## config.mk

```make
export PLATFORM = sky130hd
export DESIGN_NAME = bcd_freq_meter
export DESIGN_NICKNAME = d
export VERILOG_FILES = /design/src/rtl/freq_meter_pkg.sv /design/src/rtl/bcd_counter.sv /design/src/rtl/bcd_freq_meter.sv
export SDC_FILE = /design/constraint.sdc
export NUM_CORES = 1
export LEC_CHECK = 0
export ABC_AREA = 1
export ABC_CLOCK_PERIOD_IN_PS = 2000
export CAP_MARGIN = 20
export CORE_UTILIZATION = 57
export DETAILED_ROUTE_END_ITERATION = 12
export HOLD_SLACK_MARGIN = 0.05
export PLACE_DENSITY = 0.89
export SYNTH_ARGS = -nofsm -noshare
export SYNTH_HDL_FRONTEND = slang
export SYNTH_SLANG_ARGS = --single-unit
```

## constraint.sdc

```tcl
create_clock -name clk -period 2 [get_ports clk]
set_clock_uncertainty 0.15 [all_clocks]
set_input_delay 0.3 -clock clk [delete_from_list [all_inputs] [get_ports clk]]
set_output_delay 0.3 -clock clk [all_outputs]
set_load 0.03 [all_outputs]
```

## src/rtl/freq_meter_pkg.sv

```systemverilog
// Shared types and helpers for the BCD frequency meter.
package freq_meter_pkg;

   typedef enum logic {
      IDLE,
      GATE
   } state_t;

   typedef enum logic [1:0] {
      RANGE_X1   = 2'd0,
      RANGE_X10  = 2'd1,
      RANGE_X100 = 2'd2
   } range_t;

   typedef logic [3:0] bcd_digit_t;

   // Range code 3 has no window of its own and behaves as the shortest range.
   function automatic logic [1:0] norm_range(input logic [1:0] r);
      return (r == 2'd3) ? 2'd2 : r;
   endfunction

   function automatic int range_divisor(input logic [1:0] r);
      case (norm_range(r))
         RANGE_X1:  return 1;
         RANGE_X10: return 10;
         default:   return 100;
      endcase
   endfunction

endpackage

```

## src/rtl/bcd_counter.sv

```systemverilog
// Saturating multi-digit BCD up-counter with sticky overflow.
module bcd_counter
   import freq_meter_pkg::*;
#(
   parameter int DIGITS = 8
) (
   input  logic                clk,
   input  logic                rst,
   input  logic                clr,
   input  logic                inc,
   output logic [4*DIGITS-1:0] count,
   output logic                ovf,
   output logic [4*DIGITS-1:0] next_count
);

   logic [4*DIGITS-1:0] count_q;
   logic [4*DIGITS-1:0] ripple;
   logic                ovf_q;
   logic                sat;

   // Ripple-carry BCD increment; a carry out of the top digit means saturation.
   always_comb begin
      bcd_digit_t d;
      logic       carry;
      ripple = count_q;
      carry  = inc;
      d      = '0;
      for (int i = 0; i < DIGITS; i++) begin
         d = count_q[4*i +: 4];
         if (carry) begin
            if (d == 4'd9) begin
               ripple[4*i +: 4] = 4'd0;
            end else begin
               ripple[4*i +: 4] = d + 4'd1;
               carry            = 1'b0;
            end
         end
      end
      sat        = carry;
      next_count = carry ? count_q : ripple;
   end

   // Count register; clear wins over increment so a window reload drops the old total.
   always_ff @(posedge clk) begin
      if (rst || clr) begin
         count_q <= '0;
         ovf_q   <= 1'b0;
      end else if (inc) begin
         count_q <= next_count;
         ovf_q   <= ovf_q | sat;
      end
   end

   assign count = count_q;
   assign ovf   = ovf_q;

endmodule

```

## src/rtl/bcd_freq_meter.sv

```systemverilog
// Self-gated frequency meter: synchronised edge count per window, reported as BCD.
module bcd_freq_meter
   import freq_meter_pkg::*;
#(
   parameter int DIGITS      = 8,
   parameter int GATE_CYCLES = 50_000_000,
   parameter int SYNC_STAGES = 2
) (
   input  logic                clk,
   input  logic                rst,
   input  logic                sig_in,
   input  logic                enable,
   input  logic [1:0]          range,
   output logic [4*DIGITS-1:0] bcd,
   output logic                valid,
   output logic                overflow,
   output logic [1:0]          range_used
);

   localparam int GW       = $clog2(GATE_CYCLES + 1);
   localparam int LEN_X1_I   = GATE_CYCLES / range_divisor(RANGE_X1);
   localparam int LEN_X10_I  = GATE_CYCLES / range_divisor(RANGE_X10);
   localparam int LEN_X100_I = GATE_CYCLES / range_divisor(RANGE_X100);
   localparam logic [GW-1:0] LEN_X1   = LEN_X1_I[GW-1:0];
   localparam logic [GW-1:0] LEN_X10  = LEN_X10_I[GW-1:0];
   localparam logic [GW-1:0] LEN_X100 = LEN_X100_I[GW-1:0];
   localparam logic [GW-1:0] GATE_ONE = {{(GW-1){1'b0}}, 1'b1};

   if (GATE_CYCLES < 100 || (GATE_CYCLES % 100) != 0) begin : g_bad_gate
      $error("GATE_CYCLES must be a positive multiple of 100");
   end
   if (DIGITS < 1 || DIGITS > 10) begin : g_bad_digits
      $error("DIGITS must be in 1..10");
   end
   if (SYNC_STAGES < 2) begin : g_bad_sync
      $error("SYNC_STAGES must be at least 2");
   end

   state_t                 state_q;
   logic [GW-1:0]          gate_q;
   logic [1:0]             range_q;
   logic [SYNC_STAGES-1:0] sync_q;
   logic                   prev_q;
   logic [4*DIGITS-1:0]    bcd_q;
   logic                   valid_q;
   logic                   overflow_q;
   logic [1:0]             range_used_q;

   logic [4*DIGITS-1:0]    count;
   logic [4*DIGITS-1:0]    next_count;
   logic                   ovf;
   logic                   sig_rise;
   logic                   in_gate;
   logic                   terminal;
   logic                   cnt_inc;
   logic                   cnt_clr;
   logic                   sat_now;
   logic [GW-1:0]          load_len_d;
   logic [1:0]             load_range_d;

   // Window length and reported range for a load, taken from the live range input.
   always_comb begin
      load_range_d = norm_range(range);
      case (load_range_d)
         RANGE_X1:  load_len_d = LEN_X1;
         RANGE_X10: load_len_d = LEN_X10;
         default:   load_len_d = LEN_X100;
      endcase
   end

   // Synchroniser chain plus one delay flop for rising-edge detection.
   always_ff @(posedge clk) begin
      if (rst) begin
         sync_q <= '0;
         prev_q <= 1'b0;
      end else begin
         sync_q <= {sync_q[SYNC_STAGES-2:0], sig_in};
         prev_q <= sync_q[SYNC_STAGES-1];
      end
   end

   assign sig_rise = sync_q[SYNC_STAGES-1] & ~prev_q;
   assign in_gate  = (state_q == GATE);
   assign terminal = in_gate && (gate_q == GATE_ONE);
   assign cnt_inc  = in_gate & sig_rise;
   assign cnt_clr  = !in_gate || terminal;
   // A saturated increment leaves the count unchanged, which flags this cycle's overflow.
   assign sat_now  = cnt_inc && (next_count == count);

   bcd_counter #(
      .DIGITS (DIGITS)
   ) u_count (
      .clk        (clk),
      .rst        (rst),
      .clr        (cnt_clr),
      .inc        (cnt_inc),
      .count      (count),
      .ovf        (ovf),
      .next_count (next_count)
   );

   // Gate FSM with result latch; windows abut because the terminal cycle reloads directly.
   always_ff @(posedge clk) begin
      if (rst) begin
         state_q      <= IDLE;
         gate_q       <= '0;
         range_q      <= 2'd0;
         bcd_q        <= '0;
         valid_q      <= 1'b0;
         overflow_q   <= 1'b0;
         range_used_q <= 2'd0;
      end else begin
         valid_q <= 1'b0;
         case (state_q)
            IDLE: begin
               if (enable) begin
                  gate_q  <= load_len_d;
                  range_q <= load_range_d;
                  state_q <= GATE;
               end else begin
                  gate_q <= '0;
               end
            end
            GATE: begin
               if (terminal) begin
                  bcd_q        <= next_count;
                  overflow_q   <= ovf | sat_now;
                  range_used_q <= range_q;
                  valid_q      <= 1'b1;
                  if (enable) begin
                     gate_q  <= load_len_d;
                     range_q <= load_range_d;
                  end else begin
                     gate_q  <= '0;
                     state_q <= IDLE;
                  end
               end else if (!enable) begin
                  gate_q  <= '0;
                  state_q <= IDLE;
               end else begin
                  gate_q <= gate_q - GATE_ONE;
               end
            end
            default: state_q <= IDLE;
         endcase
      end
   end

   assign bcd        = bcd_q;
   assign valid      = valid_q;
   assign overflow   = overflow_q;
   assign range_used = range_used_q;

endmodule

```

Word-level counts from Yosys, hierarchy flattened. Cells that the tools add are included.

Flip-flop bits (word level): 101. Bits in latches: 0. Memory bits (writable): 0. Bits in read-only memories: 0. Bits of input ports: 6. Output and inout port bits: 36. Word-level logic and storage cells: 91. Memories kept: 0.

Add/sub/neg operators: 9. $mul: 0. Divide/modulo/power cells: 0. $lt $le $gt $ge: 0. Equality and inequality tests: 13. Shift operators: 0. Multiplexer cells: 44. Bitwise gates (word level): 6. Reduce and logical (&&, ||, !) cells: 8.

Operators by type and width (count): $pmux 26 s2 (2); $mux 26 (3); $mux 4 (16); $add 4x1->4 const B (8); $eq 32x32->1 (1); $eq 4x4->1 const B (8); $mux 32 (1); $eq 26x1->1 const B (1); $sub 26x1->26 const B (1); $mux 1 (18); $mux 2 (3); $pmux 2 s2 (1); $and 1x1->1 (2); $eq 2x1->1 const B (1); $eq 2x2->1 const B (1); $logic_and 1x1->1 (2); $logic_not 2->1 (1); $logic_or 1x1->1 (2); $ne 2x1->1 const B (1); $not 1->1 (2); $or 1x1->1 (2); $reduce_and 2->1 (1); $reduce_or 2->1 (1); $logic_not 1->1 (1).

Logic depth before layout (Yosys ltp).
Word-level depth: 15. Gate-level depth with buffers: 13. Mapped depth without buffers: 12.

Hierarchy. Synthesis repeated with hierarchy kept, for this count alone.

Cell total of the unflattened synthesis: 856. Area, all modules: 5671.7 µm².

By module, submodules not included: bcd_freq_meter (instances 1, cells an instance 573, area an instance 3702.3 µm², seq. area each 1361.3 µm²); bcd_counter (instances 1, cells an instance 283, area an instance 1969.4 µm², seq. area each 660.6 µm²).

Worst setup path before layout. No wires, ideal clock.

Path kind: register -> register. From: register gate_q[0]. To: register gate_q[22]. Setup time: 132 ps. Data arrival time: 1567 ps. Data required time: 1718 ps. Slack: 150 ps. Stages on the path, launching flop included: 12. Path buffers: 0. Period minus slack after synthesis: 1850 ps. Path through: dfxtp_1 -> inv_1 -> ha_1 -> inv_1 -> nor2_1 -> nand2_1 -> nor2_2 -> nand3_1 -> nor2_1 -> nand3_1 -> nand3_1 -> a21oi_1.

Longest elaborated chain between the ends: 4. Elaborated cells between the ends (all ways): 6. Those cells by class: add/sub (1); eq/ne (1); mux (3); reduce/logical (1).

RTL lines: start, declared (RTL line bcd_freq_meter.sv:40) `logic [GW-1:0] gate_q;`; start signal, assigned (RTL line bcd_freq_meter.sv:117) `gate_q <= load_len_d;`; start signal, assigned (RTL line bcd_freq_meter.sv:131) `gate_q <= load_len_d;`; start signal, assigned (RTL line bcd_freq_meter.sv:141) `gate_q <= gate_q - GATE_ONE;`; $sub 26x1->26 / $eq 26x1->1 (equally long branches) (RTL line bcd_freq_meter.sv:141, bcd_freq_meter.sv:84); $mux 26 / $logic_and 1x1->1 (equally long branches) (RTL line bcd_freq_meter.sv:137, bcd_freq_meter.sv:84); $mux 26 (*) (RTL line bcd_freq_meter.sv:125) `if (terminal) begin`; $pmux 26 s2 (*) (RTL line bcd_freq_meter.sv:114) `case (state_q)`.

Every way passes the cells marked *; elsewhere a longest branch is shown, timed or not. A chain may end at the register's enable or synchronous reset.

Worst setup path in the final report.
From: register u_count.count_q[3], in the netlist u_count.count[3]. To: register bcd_q[27], in the netlist bcd[27].

Longest elaborated chain between the ends: 11. Elaborated cells between the ends (all ways): 12. Those cells by class: eq/ne (1); mux (11).

RTL lines: start, declared (RTL line bcd_counter.sv:16) `logic [4*DIGITS-1:0] count_q;`; start signal, assigned (RTL line bcd_counter.sv:49) `count_q <= next_count;`; $eq 4x4->1 (*) (RTL line bcd_counter.sv:31) `if (d == 4'd9) begin`; $mux 1 (*) (RTL line bcd_counter.sv:31); $mux 1 (*) (6 in a row) (RTL line bcd_counter.sv:30) `if (carry) begin`; $mux 1 (2 in a row) (RTL line bcd_counter.sv:30); $mux 32 (*) (RTL line bcd_counter.sv:40) `next_count = carry ? count_q : ripple;`; end signal, assigned (RTL line bcd_freq_meter.sv:126) `bcd_q <= next_count;`; end, declared (RTL line bcd_freq_meter.sv:44) `logic [4*DIGITS-1:0] bcd_q;`.

Marked as above.

==> impl_metrics.env <==
export IMPL_grt_start_max_net_pins=48
export IMPL_number_of_antenna_violations_at_the_first_check_in_global_routing=0
export IMPL_cts_buffers_inserted=9
export IMPL_part_of_the_cycle_the_worst_path_needs=0.9806
export IMPL_slew_headroom=0.5899
export IMPL_synth_warning_count=0
export IMPL_power_frac_seq=0.551
export IMPL_timing_critical_path_cells="inv_1 -> nor2_2 -> nand2_2 -> nor2_4 -> nand4_4 -> nor2_4 -> nand3_4 -> clkinv_2 -> nand2_2 -> buf_8 -> nand3_1 -> nand2_1 -> inv_1"
export IMPL_clock_latency_ps=380
export IMPL_cp_end_kind="flop"
export IMPL_tritoncts="done"
export IMPL_drt_iter0_drc=363
export IMPL_dieArea_sq_um=8717
export IMPL_core_region_area_sq_um=7888
export IMPL_hold_viol=0
export IMPL_number_of_different_library_cells_in_the_post_synthesis_netlist=40
export IMPL_intPower_mw=2.776
export IMPL_power_per_cell_area_nw_per_um2=650.1
export IMPL_synth_async_reset_ratio=0
export IMPL_timing_critical_path_arrival_ps=2140
export IMPL_floorplan_die_height_microns=93.37
export IMPL_worst_slew_pin_transition_ps=610.5
export IMPL_grt_pass1_wl_microns=19290
export IMPL_cp_required_ps=2180
export IMPL_post_drt_via_cell_ratio=5.768
export IMPL_setup_viol_count_final=0
export IMPL_yosys_most_used_dff="dfxtp_1"
export IMPL_avgSynthCellArea_sq_um=7.188
export IMPL_vias=4805
export IMPL_floorplan_rows=32
export IMPL_ioPinCount=42
export IMPL_ys_seq_area_frac=0.4249
export IMPL_multi_input_comb_area_sq_um=2332
export IMPL_detailedPlace_worstSlack_ps=13.95
export IMPL_post_route_util=0.7346
export IMPL_vdd_ir_drop_max_uv=544.9
export IMPL_criticalPathCategory="reg2reg"
export IMPL_finalMaxSlewViolations=0
export IMPL_r2r_setup_slack_ps=40
export IMPL_post_route_worst_setup_slack_ps=38.72
export IMPL_grt_remaining_overflow=0
export IMPL_gp_congestion=0.8799
export IMPL_drcViolationCount=0
export IMPL_total_switching_power_mw=0.9910
export IMPL_post_layout_inst_area_sq_um=5794
export IMPL_final_layout_size_suffix_gt1_frac=0.1231
export IMPL_place_hpwl_microns=8072
export IMPL_clock_tree_root_cell="clkbuf_8"
export IMPL_cpPeakStageDelay_ps=370
export IMPL_synth_cells=662
export IMPL_htree_num_levels=3
export IMPL_area_occupied_by_registers_sq_um=2028
export IMPL_period_minus_slack_ps=1961
export IMPL_clkSinkCount=101
export IMPL_totalWireLength_microns=12810
export IMPL_groute_usage_overall=0.2752
export IMPL_floorplan_initialDensity=0.6033
export IMPL_n_antenna_cell=0
export IMPL_critPathMaxFanout=22
export IMPL_critical_path_slowest_cell="dfxtp_2"
export IMPL_post_drt_wl_per_cell_microns=15.38
export IMPL_status="completed"
export IMPL_nFillCells=573
export IMPL_power_switching_share=0.2631
export IMPL_cts_hold_buf=0
export IMPL_port_buffers=41
export IMPL_max_freq_ghz=0.5099
export IMPL_min_path_type="reg2reg"
export IMPL_yosys_register_bits=101
export IMPL_drt_antenna_violating_nets=0
export IMPL_floorplan_die_width_microns=93.37
export IMPL_drv_max_cap_violation_count=0
export IMPL_cts_clk_slew_worst_paths_ps=90
export IMPL_clockBufferDepth=2
export IMPL_post_dp_cell_area_sq_um=5388
export IMPL_syn_area_sq_um=4758
export IMPL_critical_path_start_type="flop"
export IMPL_grt_pass1_vias=4415
export IMPL_detailed_routing_iteration_count_for_the_pre_antenna_repair_pass=6
export IMPL_number_of_flops_mapped_to_enable_cells_by_yosys=0
export IMPL_p_leak_nw=2.434
export IMPL_syn_nets=670
export IMPL_design_final_nets=734
export IMPL_area_growth_synth_to_final_pct=21.77
export IMPL_part_of_the_power_in_combinational_logic=0.105
export IMPL_share_clk_of_total_power=0.344
cells in the mapped netlist (3+ instances only):
master,number,area share
nand2_1,102,0.080
dfxtp_1,101,0.42
inv_1,89,0.070
nor2_1,71,0.056
a21oi_1,61,0.064
o21ai_0,60,0.063
nand3_1,53,0.056
o21a_1,15,0.024
xor2_1,12,0.022
buf_2,11,0.012
nor3_1,11,0.012
nand4_1,10,0.013
clkbuf_1,6,0.0047
xnor2_1,6,0.011
nor4_1,5,0.0066
nor2_2,4,0.0053
nor2_4,4,0.0095
or2_2,4,0.0053
a31oi_1,3,0.0039
buf_6,3,0.0071
inv_2,3,0.0024
o211ai_1,3,0.0047
o21ai_1,3,0.0032
path summary, 6_finish.rpt:
path                                       start   endpoint  cells after the start
worst min register to register         sync_q[0]  sync_q[1]                      2
worst max-delay path            u_count.count[3]    bcd[27]                     13
worst max register to register  u_count.count[3]    bcd[27]                     13
worst min-delay path                   sync_q[0]  sync_q[1]                      2
metal layers:
metal	vias to the layer above	GRT usage	routed length, microns
li1	2297	-	-
met1	2248	0.3281	5142
met2	223	0.4963	6461
met3	37	0.06341	902
met5	-	0	0
met4	0	0.06923	308
per-stage QoR:
| step | power (mW) | instances | TNS, ps | hold WS (ps) |
|---|---|---|---|---|
| final | 3.767 | 833 | 0 | 277.8 |
| after global routing | 3.907 | 833 | -1898 | 272.9 |
| after CTS | 3.745 | 825 | 0 | 281.6 |
| after detailed placement | 2.484 | 808 | 0 | 255.1 |
| after global placement | 2.475 | 808 | 0 | 259.9 |
| after floorplan | 2.363 | 662 | 0 | 238.3 |
cell families after synthesis:
family,count (synthesis),share of synthesized area
simple gates,272,0.2603
compound gates,151,0.1725
buf+inv,117,0.1018
flops,101,0.4249
xor+xnor,18,0.03313
fa+ha+maj,2,0.005258
mux,1,0.002104
power groups by stage:
stage	logic [mW]	registers (mW)	clock network, mW
after floorplan	0.247	2.12	0
after global placement	0.358	2.12	0
after detailed placement	0.366	2.12	0
after CTS	0.369	2.07	1.30
after global routing	0.436	2.08	1.39
final	0.395	2.07	1.30
cell usage in the layout (no fill, tap or decap), types with 10 or more instances in the layout:
| master | n |
|---|---|
| nor2_1 | 61 |
| o21ai_0 | 60 |
| nand3_1 | 53 |
| nand4_1 | 10 |
| dfxtp_1 | 98 |
| buf_4 | 26 |
| a21oi_1 | 61 |
| nand2_1 | 100 |
| clkdlybuf4s50_1 | 41 |
| xor2_1 | 12 |
| nor2_2 | 10 |
| o21a_1 | 15 |
| inv_1 | 88 |
sequential cells by signal, indices dropped and copies added (netlist names), 2 cells and up:
signal / count
bcd: 32
gate_q: 26
range_q: 2
range_used: 2
sync_q: 2
u_count.count: 32
worst max-delay path: cells and delay by family (launching register included):
kind                   cells  cell delay, ps
AND/OR/NAND/NOR            9             970
buffers and inverters      4             410
flip-flops                 1             370
what timing repair did:
action	4_1_cts	5_1_grt
gates cloned	0	2
pin swaps	1	6
buffers inserted	1	6
resized for setup	2	28
setup endpoints to repair	11	69
endpoints found under the hold margin	0	0
layout make-up:
class                   count  share of cell area
multi-input cells         444              0.4025
flip-flops and latches    101              0.3500
repair buffers             75              0.1306
inverters                  95             0.06176
clock buffers              11             0.02267
well taps                 102             0.02203
clock inverters             5             0.01036
(Power assumes the default switching activity.)
